## src/rtl/gpioemu_pkg.sv

```systemverilog
// Shared types and constants for the gpioemu_mulx multiply/popcount peripheral.
package gpioemu_pkg;

  typedef enum logic [1:0] {
    IDLE  = 2'd0,
    MULT  = 2'd1,
    COUNT = 2'd2,
    DONE  = 2'd3
  } state_e;

  localparam logic [15:0] DEF_ADDR_A1   = 16'h037F;
  localparam logic [15:0] DEF_ADDR_A2   = 16'h0388;
  localparam logic [15:0] DEF_ADDR_W    = 16'h0390;
  localparam logic [15:0] DEF_ADDR_L    = 16'h0398;
  localparam logic [15:0] DEF_ADDR_CTRL = 16'h03A0;
  localparam logic [15:0] DEF_ADDR_WH   = 16'h03A8;

  localparam int ST_VALID = 0;
  localparam int ST_READY = 1;
  localparam int ST_DONE  = 2;
  localparam int ST_BUSY  = 3;
  localparam int ST_ERR   = 4;

  function automatic logic [6:0] popcount64(input logic [63:0] v);
    logic [6:0] n;
    n = 7'd0;
    for (int i = 0; i < 64; i++) begin
      n = n + 7'(v[i]);
    end
    return n;
  endfunction

endpackage

```

## src/rtl/mulx_shift_add.sv

```systemverilog
// Sequential shift-add multiplier: one multiplier bit per cycle, LSB first.
// done marks the cycle in which the final bit is being accumulated.
module mulx_shift_add #(
  parameter int OPW = 24
) (
  input  logic               clk,
  input  logic               n_reset,
  input  logic               start,
  input  logic [OPW-1:0]     a,
  input  logic [OPW-1:0]     b,
  output logic               busy,
  output logic               done,
  output logic [2*OPW-1:0]   product
);

  localparam int RW = 2 * OPW;
  localparam int CW = $clog2(OPW + 1);

  logic [RW-1:0]  mcand_r;
  logic [RW-1:0]  acc_r;
  logic [OPW-1:0] mplier_r;
  logic [CW-1:0]  cnt_r;
  logic           busy_r;
  logic           done_r;

  // Operand snapshot on start, then one accumulate/shift step per busy cycle.
  always_ff @(posedge clk or negedge n_reset) begin
    if (!n_reset) begin
      mcand_r  <= '0;
      acc_r    <= '0;
      mplier_r <= '0;
      cnt_r    <= '0;
      busy_r   <= 1'b0;
      done_r   <= 1'b0;
    end else if (start) begin
      mcand_r  <= RW'(a);
      acc_r    <= '0;
      mplier_r <= b;
      cnt_r    <= CW'(OPW);
      busy_r   <= 1'b1;
      done_r   <= 1'b0;
    end else if (busy_r) begin
      if (mplier_r[0]) begin
        acc_r <= acc_r + mcand_r;
      end else begin
        acc_r <= acc_r;
      end
      mcand_r  <= {mcand_r[RW-2:0], 1'b0};
      mplier_r <= {1'b0, mplier_r[OPW-1:1]};
      cnt_r    <= cnt_r - CW'(1);
      done_r   <= (cnt_r == CW'(2));
      busy_r   <= (cnt_r != CW'(1));
    end else begin
      done_r <= 1'b0;
    end
  end

  assign busy    = busy_r;
  assign done    = done_r;
  assign product = acc_r;

endmodule

```

## src/rtl/gpioemu_mulx.sv

```systemverilog
// GPIO-emulator arithmetic peripheral: bus-mapped operands, shift-add product,
// product popcount, status word, GPIO input latch and completed-operation counter.
module gpioemu_mulx
  import gpioemu_pkg::*;
#(
  parameter int          OPW       = 24,
  parameter logic [15:0] ADDR_A1   = DEF_ADDR_A1,
  parameter logic [15:0] ADDR_A2   = DEF_ADDR_A2,
  parameter logic [15:0] ADDR_W    = DEF_ADDR_W,
  parameter logic [15:0] ADDR_L    = DEF_ADDR_L,
  parameter logic [15:0] ADDR_CTRL = DEF_ADDR_CTRL,
  parameter logic [15:0] ADDR_WH   = DEF_ADDR_WH
) (
  input  logic        clk,
  input  logic        n_reset,
  input  logic [15:0] saddress,
  input  logic        srd,
  input  logic        swr,
  input  logic [31:0] sdata_in,
  output logic [31:0] sdata_out,
  input  logic [31:0] gpio_in,
  input  logic        gpio_latch,
  output logic [31:0] gpio_in_s_insp,
  output logic [31:0] gpio_out
);

  localparam int RW  = 2 * OPW;
  localparam int PCW = $clog2(RW + 1);
  localparam logic [31:0] OP_MASK = 32'((64'd1 << OPW) - 64'd1);

  state_e         state_r;
  logic [31:0]    a1_r, a2_r, w_r, wh_r, gpio_out_r, snap_r, rdata_r;
  logic [PCW-1:0] l_r;
  logic           valid_r, ready_r, done_r, busy_r, err_r, latch_prev_r;
  logic [31:0]    status_s, rd_data_s;
  logic           wr_ctrl_s, start_s, mul_busy_s, mul_done_s;
  logic [RW-1:0]  mul_product_s;
  logic [63:0]    prod64_s;

  assign wr_ctrl_s = swr && (saddress == ADDR_CTRL);
  assign start_s   = wr_ctrl_s && (state_r == IDLE);
  // Zero-extending to 64 bits lets the low/high word split work for any OPW.
  assign prod64_s  = 64'(mul_product_s);

  mulx_shift_add #(.OPW(OPW)) u_mul (
    .clk     (clk),
    .n_reset (n_reset),
    .start   (start_s),
    .a       (a1_r[OPW-1:0]),
    .b       (a2_r[OPW-1:0]),
    .busy    (mul_busy_s),
    .done    (mul_done_s),
    .product (mul_product_s)
  );

  // Status word assembly.
  always_comb begin
    status_s           = 32'd0;
    status_s[ST_VALID] = valid_r;
    status_s[ST_READY] = ready_r;
    status_s[ST_DONE]  = done_r;
    status_s[ST_BUSY]  = busy_r;
    status_s[ST_ERR]   = err_r;
  end

  // Read data select; unmapped addresses read zero.
  always_comb begin
    rd_data_s = 32'd0;
    case (saddress)
      ADDR_A1:   rd_data_s = a1_r;
      ADDR_A2:   rd_data_s = a2_r;
      ADDR_W:    rd_data_s = w_r;
      ADDR_L:    rd_data_s = 32'(l_r);
      ADDR_CTRL: rd_data_s = status_s;
      ADDR_WH:   rd_data_s = wh_r;
      default:   rd_data_s = 32'd0;
    endcase
  end

  // Operand registers and registered read port.
  always_ff @(posedge clk or negedge n_reset) begin
    if (!n_reset) begin
      a1_r    <= 32'd0;
      a2_r    <= 32'd0;
      rdata_r <= 32'd0;
    end else begin
      if (swr && (saddress == ADDR_A1)) a1_r <= sdata_in & OP_MASK;
      if (swr && (saddress == ADDR_A2)) a2_r <= sdata_in & OP_MASK;
      if (srd) rdata_r <= rd_data_s;
    end
  end

  // GPIO capture on a rising edge of gpio_latch.
  always_ff @(posedge clk or negedge n_reset) begin
    if (!n_reset) begin
      snap_r       <= 32'd0;
      latch_prev_r <= 1'b0;
    end else begin
      latch_prev_r <= gpio_latch;
      if (gpio_latch && !latch_prev_r) snap_r <= gpio_in;
    end
  end

  // Operation sequencer with result and status registers.
  always_ff @(posedge clk or negedge n_reset) begin
    if (!n_reset) begin
      state_r    <= IDLE;
      w_r        <= 32'd0;
      wh_r       <= 32'd0;
      l_r        <= '0;
      valid_r    <= 1'b1;
      ready_r    <= 1'b1;
      done_r     <= 1'b0;
      busy_r     <= 1'b0;
      err_r      <= 1'b0;
      gpio_out_r <= 32'd0;
    end else begin
      if (wr_ctrl_s && (state_r != IDLE)) err_r <= 1'b1;
      case (state_r)
        IDLE: begin
          if (start_s) begin
            w_r     <= 32'd0;
            wh_r    <= 32'd0;
            l_r     <= '0;
            done_r  <= 1'b0;
            err_r   <= 1'b0;
            busy_r  <= 1'b1;
            ready_r <= 1'b0;
            valid_r <= 1'b1;
            state_r <= MULT;
          end
        end
        MULT: begin
          if (mul_busy_s && mul_done_s) state_r <= COUNT;
        end
        COUNT: begin
          w_r     <= prod64_s[31:0];
          wh_r    <= prod64_s[63:32];
          l_r     <= PCW'(popcount64(prod64_s));
          valid_r <= (prod64_s[63:32] == 32'd0);
          state_r <= DONE;
        end
        DONE: begin
          done_r     <= 1'b1;
          busy_r     <= 1'b0;
          ready_r    <= 1'b1;
          gpio_out_r <= gpio_out_r + 32'd1;
          state_r    <= IDLE;
        end
        default: state_r <= IDLE;
      endcase
    end
  end

  assign sdata_out      = rdata_r;
  assign gpio_out       = gpio_out_r;
  assign gpio_in_s_insp = snap_r;

endmodule

```

## config.mk

```make
export PLATFORM = sky130hd
export DESIGN_NAME = gpioemu_mulx
export DESIGN_NICKNAME = d
export VERILOG_FILES = /design/src/rtl/gpioemu_pkg.sv /design/src/rtl/mulx_shift_add.sv /design/src/rtl/gpioemu_mulx.sv
export SDC_FILE = /design/constraint.sdc
export NUM_CORES = 1
export LEC_CHECK = 0
export ABC_AREA = 1
export BUFFER_PORTS_ARGS = -buffer_cell sky130_fd_sc_hd__buf_2
export CAP_MARGIN = 10
export CORE_MARGIN = 10
export CORE_UTILIZATION = 65
export CTS_CLUSTER_DIAMETER = 50
export CTS_CLUSTER_SIZE = 12
export DETAILED_ROUTE_END_ITERATION = 8
export PLACE_DENSITY = 0.86
export REMOVE_ABC_BUFFERS = 1
export SYNTH_ARGS = -nofsm -noshare
export SYNTH_HDL_FRONTEND = slang
export SYNTH_SLANG_ARGS = --single-unit
```

## constraint.sdc

```tcl
create_clock -name clk -period 13.02 [get_ports clk]
set_input_delay 2.604 -clock clk [delete_from_list [all_inputs] [get_ports clk]]
set_output_delay 2.604 -clock clk [all_outputs]
set_load 0.005 [all_outputs]
```

==> flow_metrics.py, run 1 <==
metrics = {
    "outcome": {
        "outcome": "finished clean",
    },
    "floorplanning": {
        "start_util_pct": 66.2,
        "placement_rows": 63,
        "coreArea_mm2": 0.0297,
        "die_h_um": 194,
        "floorplan.die_area_mm2": 0.0376,
        "top_level_ports": 181,
        "floorplan.die.width_um": 194,
    },
    "clock_network": {
        "clock_latency_ps": 550,
        "clk_root_buffer_cell": "clkbuf_16",
        "htree_levels": 2,
        "path_clk_slew_ps": 60,
        "tritoncts_clock_tree": "built",
        "cts.sink_count": 333,
        "ctsLongestPathBuffers": 3,
        "cts_hold_repair.buffers": 0,
        "post_cts_resize_count": 0,
        "cts_setup_buffers": 0,
        "cts_buffers": 39,
    },
    "drt": {
        "wl_per_cell_um": 19.1,
        "routed_via_density": 5.76,
        "drtPass1Iterations": 7,
        "final_antenna_net_count": 0,
        "drt_first_iter_violations": 2018,
        "via_count": 17800,
        "detail_route.drc_violations": 0,
        "finalWirelength_um": 59000,
    },
    "timing": {
        "max-slew-margin-rel_pct": 19.9,
        "fin_tns_setup_ps": 0,
        "hold_violations": 0,
        "period_needed_ps": 5610,
        "hold_slack_ps": 462,
        "fin_skew_ps": 23.8,
        "worst_pin_slew_ps": 1200,
        "post-route-period-util_pct": 43.1,
        "final_max_slew_viol_count": 0,
        "fmax_ghz": 0.178,
        "unrepaired_setup_endpoints_after_global_routing": "no",
        "finalSetupViolations": 0,
    },
    "synth": {
        "synthDominantCellAreaShare_pct": 42.1,
        "seq_area_frac_synth_pct": 42.4,
        "yosys_register_bits": 333,
        "synthFlopType": "dfrtp_1",
        "count_of_yosys_warnings_during_synthesis": 0,
        "synth_top_cells_by_count": "nand2_1, inv_1, dfrtp_1",
        "largest_cells_by_area_after_synthesis": "dfrtp_1, nand2_1, inv_1",
        "synth_enable_flop_cells": 0,
        "synth_cell_types": 46,
        "syn_inst": 2530,
        "post-synth-top-count-cell": "nand2_1",
        "avgSynthCellArea_um2": 7.77,
        "synth_area_mm2": 0.0197,
        "synth_async_sr_flop_share_pct": 100,
        "post_synthesis_cell_type_with_the_largest_combined_area": "dfrtp_1",
    },
    "global_route": {
        "overflow": 0,
        "grt.met2_usage_pct": 50.9,
        "grt_max_degree": 107,
        "antenna_found_initial": 0,
        "first_global_vias": 17400,
        "grt_util_met1_pct": 39.8,
        "grt_use_total_pct": 30.8,
        "gr-usage-met3_pct": 6.14,
        "grt_pass1_wl_um": 94500,
        "top_usage_layer": "met2",
    },
    "power": {
        "power.leakage_nw": 11.5,
        "netSwitchingFraction_pct": 36.9,
        "vdd_ir_max_v": 0.000273,
        "netSwitchingPower_mw": 1.25,
        "comb_power_share_pct": 32.8,
        "p_per_area_mw_per_mm2": 154,
        "internal_power_mw": 2.14,
        "seq_power_share_pct": 35.5,
        "clock_network_fraction_of_total_power_pct": 31.7,
    },
    "place": {
        "port_buffers": 172,
        "detailedPlacementHpwl_um": 42700,
        "dp_cells": 3025,
        "globalplace.congestion": 1.07,
    },
    "finish": {
        "areaGrowthSynthToFinish_pct": 12.0,
        "post_route_cells_drive_above_1_share_pct": 12.8,
        "antenna_cells_inserted": 0,
        "fin_cells": 3092,
        "design.final.nets": 2868,
    },
    "critical_path": {
        "crit_arrival_ps": 5970,
        "worstPathCellList": "inv_1 -> fa_1 -> inv_1 -> fa_1 -> inv_1 -> fa_1 -> fa_1 -> fa_1 -> fa_1 -> fa_1 -> inv_1 -> ha_1 -> inv_1 -> fa_1 -> o21ai_0 -> xnor2_1 -> o22ai_1",
        "critPathCaptureType": "flip-flop",
        "critical_path.max_fanout": 4,
        "cpPeakStageDelay_ps": 550,
        "startpoint_kind_of_the_worst_setup_timing_path": "flip-flop",
        "crit_path_frequent_cell": "fa_1",
        "required_ps": 13370,
        "crit_slowest_cell": "fa_1",
        "worstSetupPathType": "reg -> reg",
    },
    "worst_hold_path": {
        "worstHoldPathType": "reg -> reg",
    },
    "flow_run": {
        "cap_violations": 0,
    },
}
-- power groups by stage --
stage          clock (mW)  combinational, mW  sequential [mW]
2_1_floorplan           0              0.751             1.20
3_3_place_gp            0               1.02             1.21
3_5_place_dp            0               1.08             1.22
6_report             1.08               1.12             1.21
4_1_cts              1.08               1.10             1.20
5_1_grt              1.13               1.24             1.21
-- worst paths after layout --
kind,start,endpoint,slack [ps],depth (start not counted)
min in group asynchronous,n_reset,u_mul.mplier_r[4]$_DFFE_PN0P_,2060,1
min,gpio_out[31]$_DFFE_PN0P_,gpio_out[31]$_DFFE_PN0P_,460,1
max in group asynchronous,n_reset,u_mul.mcand_r[39]$_DFFE_PN0P_,8560,3
max reg2reg,u_mul.product[35]$_DFFE_PN0P_,l_r[4]$_DFFE_PN0P_,7410,17
max,u_mul.product[35]$_DFFE_PN0P_,l_r[4]$_DFFE_PN0P_,7410,17
min reg2reg,gpio_out[31]$_DFFE_PN0P_,gpio_out[31]$_DFFE_PN0P_,460,1
-- registers in the layout, summed over array words and instances (netlist names), named ones only --
name and cells:
u_mul.done 1, latch_prev_r 1, a1_r 24, w_r 32, wh_r 16, busy_r 1
gpio_out 32, u_mul.mcand_r 48, gpio_in_s_insp 32, valid_r 1, a2_r 24, u_mul.busy 1
done_r 1, u_mul.cnt_r 5, u_mul.product 48, ready_r 1, state_r 2, u_mul.mplier_r 24
sdata_out 32, l_r 6
-- final cells by class --
class | count | area (um^2)
clock buffers | 52 | 1050
inverters | 461 | 1730
repair buffers | 189 | 1020
well taps | 390 | 488
clock inverters | 14 | 194
flip-flops and latches | 333 | 8340
multi-input cells | 1653 | 9200
fillers | 2193 | 7690
-- routing by layer --
layer,part of all wire [%],vias up
met4,3.4,0
met2,48,883
met1,39,8527
met5,0,-
li1,-,8258
met3,9.3,154
-- worst max-delay path, delay by kind of cell, from the launching register on --
kind	cells	cell delay (ps)
flip-flops	1	500
AO/OA/AOI/OAI	2	350
XOR/XNOR	1	160
buffers and inverters	5	400
adder cells (fa/ha/maj)	9	4030
-- stage by stage --
step           util [%]  power, mW  setup WS [ps]  area [um^2]
2_1_floorplan         -       1.95           7080        19300
3_3_place_gp       69.8       2.23           7630        20700
3_5_place_dp       69.8       2.29           7550        20700
4_1_cts            74.0       3.39           7490        22000
5_1_grt            74.1       3.58           7310        22000
6_report           74.1       3.40           7410        22000
-- cell usage in the layout (no fill, tap or decap), types with 48 or more instances in the layout --
cell type  synthesis  layout
a21oi_1           61      61
buf_2             36     171
dfrtp_1          331     330
ha_1              66      66
inv_1            456     455
nand2_1          712     711
nand3_1          193     193
nor2_1           126     126
o21ai_0          133     133
o21ai_1           58      58
o22ai_1           48      48
-- logic make-up (layout without fill, tap and decap cells) --
| group | Yosys count | count (layout) | synth area share (%) |
|---|---|---|---|
| adder cells (fa/ha/maj) | 106 | 106 | 8.27 |
| XOR/XNOR | 52 | 52 | 2.32 |
| flip-flops | 333 | 333 | 42.4 |
| buffers and inverters | 544 | 716 | 10.8 |
| AO/OA/AOI/OAI | 347 | 347 | 10.4 |
| multiplexers | 32 | 32 | 1.83 |
| AND/OR/NAND/NOR | 1116 | 1116 | 23.9 |
No activity file was read; power rests on OpenSTA's default activity.
==> run 2: changes to the inputs <==
--- a/config.mk
+++ b/config.mk
@@ -9,11 +9,11 @@
 export BUFFER_PORTS_ARGS = -buffer_cell sky130_fd_sc_hd__buf_2
 export CAP_MARGIN = 10
 export CORE_MARGIN = 10
-export CORE_UTILIZATION = 65
+export CORE_UTILIZATION = 55
 export CTS_CLUSTER_DIAMETER = 50
 export CTS_CLUSTER_SIZE = 12
 export DETAILED_ROUTE_END_ITERATION = 8
-export PLACE_DENSITY = 0.86
+export PLACE_DENSITY = 0.78
 export REMOVE_ABC_BUFFERS = 1
 export SYNTH_ARGS = -nofsm -noshare
 export SYNTH_HDL_FRONTEND = slang
==> constraint.sdc (replaced) <==
create_clock -name clk -period 4.7 [get_ports clk]
set_input_delay 0.94 -clock clk [delete_from_list [all_inputs] [get_ports clk]]
set_output_delay 0.94 -clock clk [all_outputs]
set_load 0.005 [all_outputs]
==> run 2 against run 1 <==
Effect of this change:
- sequential share of layout area decreased by 1.5 points
- the flow now finishes with violations (setup timing)
- die area increased by 16%
- design area increased by 4.1%
- global-route usage decreased by 3.3 points
- maximum frequency increased by 7.8%
- hold slack improved by 4.4 ps
==> flow_metrics.py, run 2 (same netlist as run 1, synthesis figures left out) <==
metrics = {
    "place": {
        "place_area_mm2": 0.0213,
        "detailedPlacementHpwl_um": 45700,
        "preCtsSetupSlack_ps": -564,
        "port_buffers": 172,
        "globalplace.congestion": 1.03,
    },
    "clock_network": {
        "cts_buffers": 37,
        "clock_latency_ps": 560,
        "tritoncts_clock_tree": "built",
        "ctsLongestPathBuffers": 3,
        "clk_root_buffer_cell": "clkbuf_16",
        "path_clk_slew_ps": 60,
        "htree_levels": 2,
        "cts.sink_count": 333,
    },
    "critical_path": {
        "critical_path.max_fanout": 2,
        "reg2reg_from": "u_mul.product[35]$_DFFE_PN0P_",
        "required_ps": 5160,
        "ff2ff_setup_slack_ps": -500,
        "critPathBufInv": 38,
        "crit_path_frequent_cell": "buf_4",
        "critical_path.startpoint": "u_mul.product[35]$_DFFE_PN0P_",
        "timing.critical_path.max_delay_family": "buffers and inverters",
        "crit_slowest_cell": "dfrtp_1",
        "crit_arrival_ps": 5670,
        "critical_path_depth": 39,
        "critPathCaptureType": "flip-flop",
        "startpoint_kind_of_the_worst_setup_timing_path": "flip-flop",
        "reg2reg_to": "wh_r[3]$_DFFE_PN0P_",
        "cpPeakStageDelay_ps": 370,
        "worstSetupPathType": "reg -> reg",
        "worst_setup_path_endpoint": "wh_r[3]$_DFFE_PN0P_",
        "r2r.worst_path.cells": 39,
    },
    "power": {
        "vdd_ir_max_v": 0.000588,
        "netSwitchingFraction_pct": 36.3,
        "internal_power_mw": 6.37,
        "p_per_area_mw_per_mm2": 436,
        "clock_network_fraction_of_total_power_pct": 28.8,
        "netSwitchingPower_mw": 3.63,
        "seq_power_share_pct": 32.8,
        "comb_power_share_pct": 38.3,
        "power.leakage_nw": 12.0,
    },
    "timing": {
        "postLayoutSetupSlackWorst_ps": -505,
        "fin_skew_ps": 11.8,
        "post-route-period-util_pct": 111,
        "max-slew-margin-rel_pct": 31.6,
        "hold_violations": 0,
        "fin_tns_setup_ps": -2230,
        "unrepaired_setup_endpoints_after_global_routing": "yes",
        "worst_pin_slew_ps": 1020,
        "finalSetupViolations": 6,
        "period_needed_ps": 5200,
        "final_max_slew_viol_count": 0,
        "fmax_ghz": 0.192,
    },
    "drt": {
        "drtPass1Iterations": 5,
        "via_count": 17800,
        "finalWirelength_um": 61000,
        "drt_first_iter_violations": 1727,
        "wl_per_cell_um": 18.7,
        "final_antenna_net_count": 0,
        "routed_via_density": 5.47,
        "detail_route.drc_violations": 0,
    },
    "finish": {
        "antenna_cells_inserted": 0,
        "areaGrowthSynthToFinish_pct": 16.6,
        "final_design_area_no_fill_mm2": 0.0229,
        "layout.cells.most_common": "nand2_1",
        "design.final.nets": 2971,
        "most-common-layout-cells": "nand2_1, inv_1, dfrtp_1, nand3_1, buf_2",
        "post_route_cells_drive_above_1_share_pct": 17.2,
    },
    "floorplanning": {
        "coreArea_mm2": 0.0354,
        "placement_rows": 69,
        "die_h_um": 209,
        "top_level_ports": 181,
        "start_util_pct": 55.5,
        "floorplan.die_area_mm2": 0.0437,
        "floorplan.die.width_um": 209,
    },
    "global_route": {
        "overflow": 0,
        "grt_max_degree": 115,
        "grt_pass1_wl_um": 96700,
        "first_global_vias": 17800,
        "grt_use_total_pct": 27.5,
        "antenna_found_initial": 0,
    },
    "worst_hold_path": {
        "worstHoldPathType": "in -> async",
    },
    "outcome": {
        "violations_in_the_final_reports": "setup timing",
        "outcome": "finished with violations",
    },
    "flow_run": {
        "cap_violations": 0,
    },
}
## run 2: cell count changes in the layout (fill, tap and decap cells not counted), sizes merged
| cell | delta |
|---|---|
| buf | +105 |
| clkbuf | -4 |
| clkinv | -2 |
| inv | -2 |
## run 2: what timing repair did
item,CTS,global route
hold buffers,0,0
endpoints found under the setup margin,5,7
pin swaps,8,18
setup buffers,40,3
resized for setup,9,30
## run 2: layout make-up
cell class / instances / area (um^2)
multi-input combinational: 1653 / 9290
sequential: 333 / 8340
fill: 2946 / 12500
clock buffer: 48 / 1040
timing repair buffer: 294 / 1820
clock inverter: 10 / 136
tap: 461 / 577
inverter: 461 / 1730
## run 2: how the worst min path moves through the flow
stage	start	to	slack, ps	cells after the start
floorplan	u_mul.cnt_r[4]$_DFFE_PN0P_	u_mul.done$_DFF_PN0_	440	1
global placement	gpio_out[31]$_DFFE_PN0P_	gpio_out[31]$_DFFE_PN0P_	460	1
detailed placement	gpio_out[31]$_DFFE_PN0P_	gpio_out[31]$_DFFE_PN0P_	460	1
CTS	gpio_out[31]$_DFFE_PN0P_	gpio_out[31]$_DFFE_PN0P_	470	1
global route	gpio_out[31]$_DFFE_PN0P_	gpio_out[31]$_DFFE_PN0P_	470	1
finish	n_reset	sdata_out[2]$_DFFE_PN0P_	470	1
## run 2: metal layers
layer  vias to the layer above  global-route usage, %  part of all wire [%]  wire length, um
li1                       8458                      -                     -                -
met1                      8562                   36.3                    41            25000
met2                       681                   44.8                    48            29000
met3                       131                   4.15                   8.0             4880
met4                         0                   10.7                   3.4             2080
met5                         -                      0                     0                0
## run 2: power groups by stage
stage	combinational [mW]	sequential [mW]	clock (mW)
after floorplan	2.08	3.32	0
after global placement	3.13	3.31	0
after detailed placement	3.23	3.33	0
after CTS	3.30	3.28	2.91
after global routing	4.22	3.31	3.02
final	3.84	3.28	2.89
## run 2: stage by stage
step / utilization (%) / hold slack, ps / instances / power [mW]
after floorplan: - / 444 / 2447 / 5.40
after global placement: 60.2 / 456 / 3160 / 6.44
after detailed placement: 60.2 / 460 / 3160 / 6.56
after CTS: 64.5 / 467 / 3258 / 9.48
after global routing: 64.8 / 470 / 3260 / 10.6
final: 64.8 / 466 / 3260 / 10.0
## run 2: worst reg2reg max path, delay by kind of cell, from the launching register on
family / cells / cell delay, ps
buffers and inverters: 38 / 4650
DFF: 1 / 370
AOI/OAI and AO/OA: 1 / 100
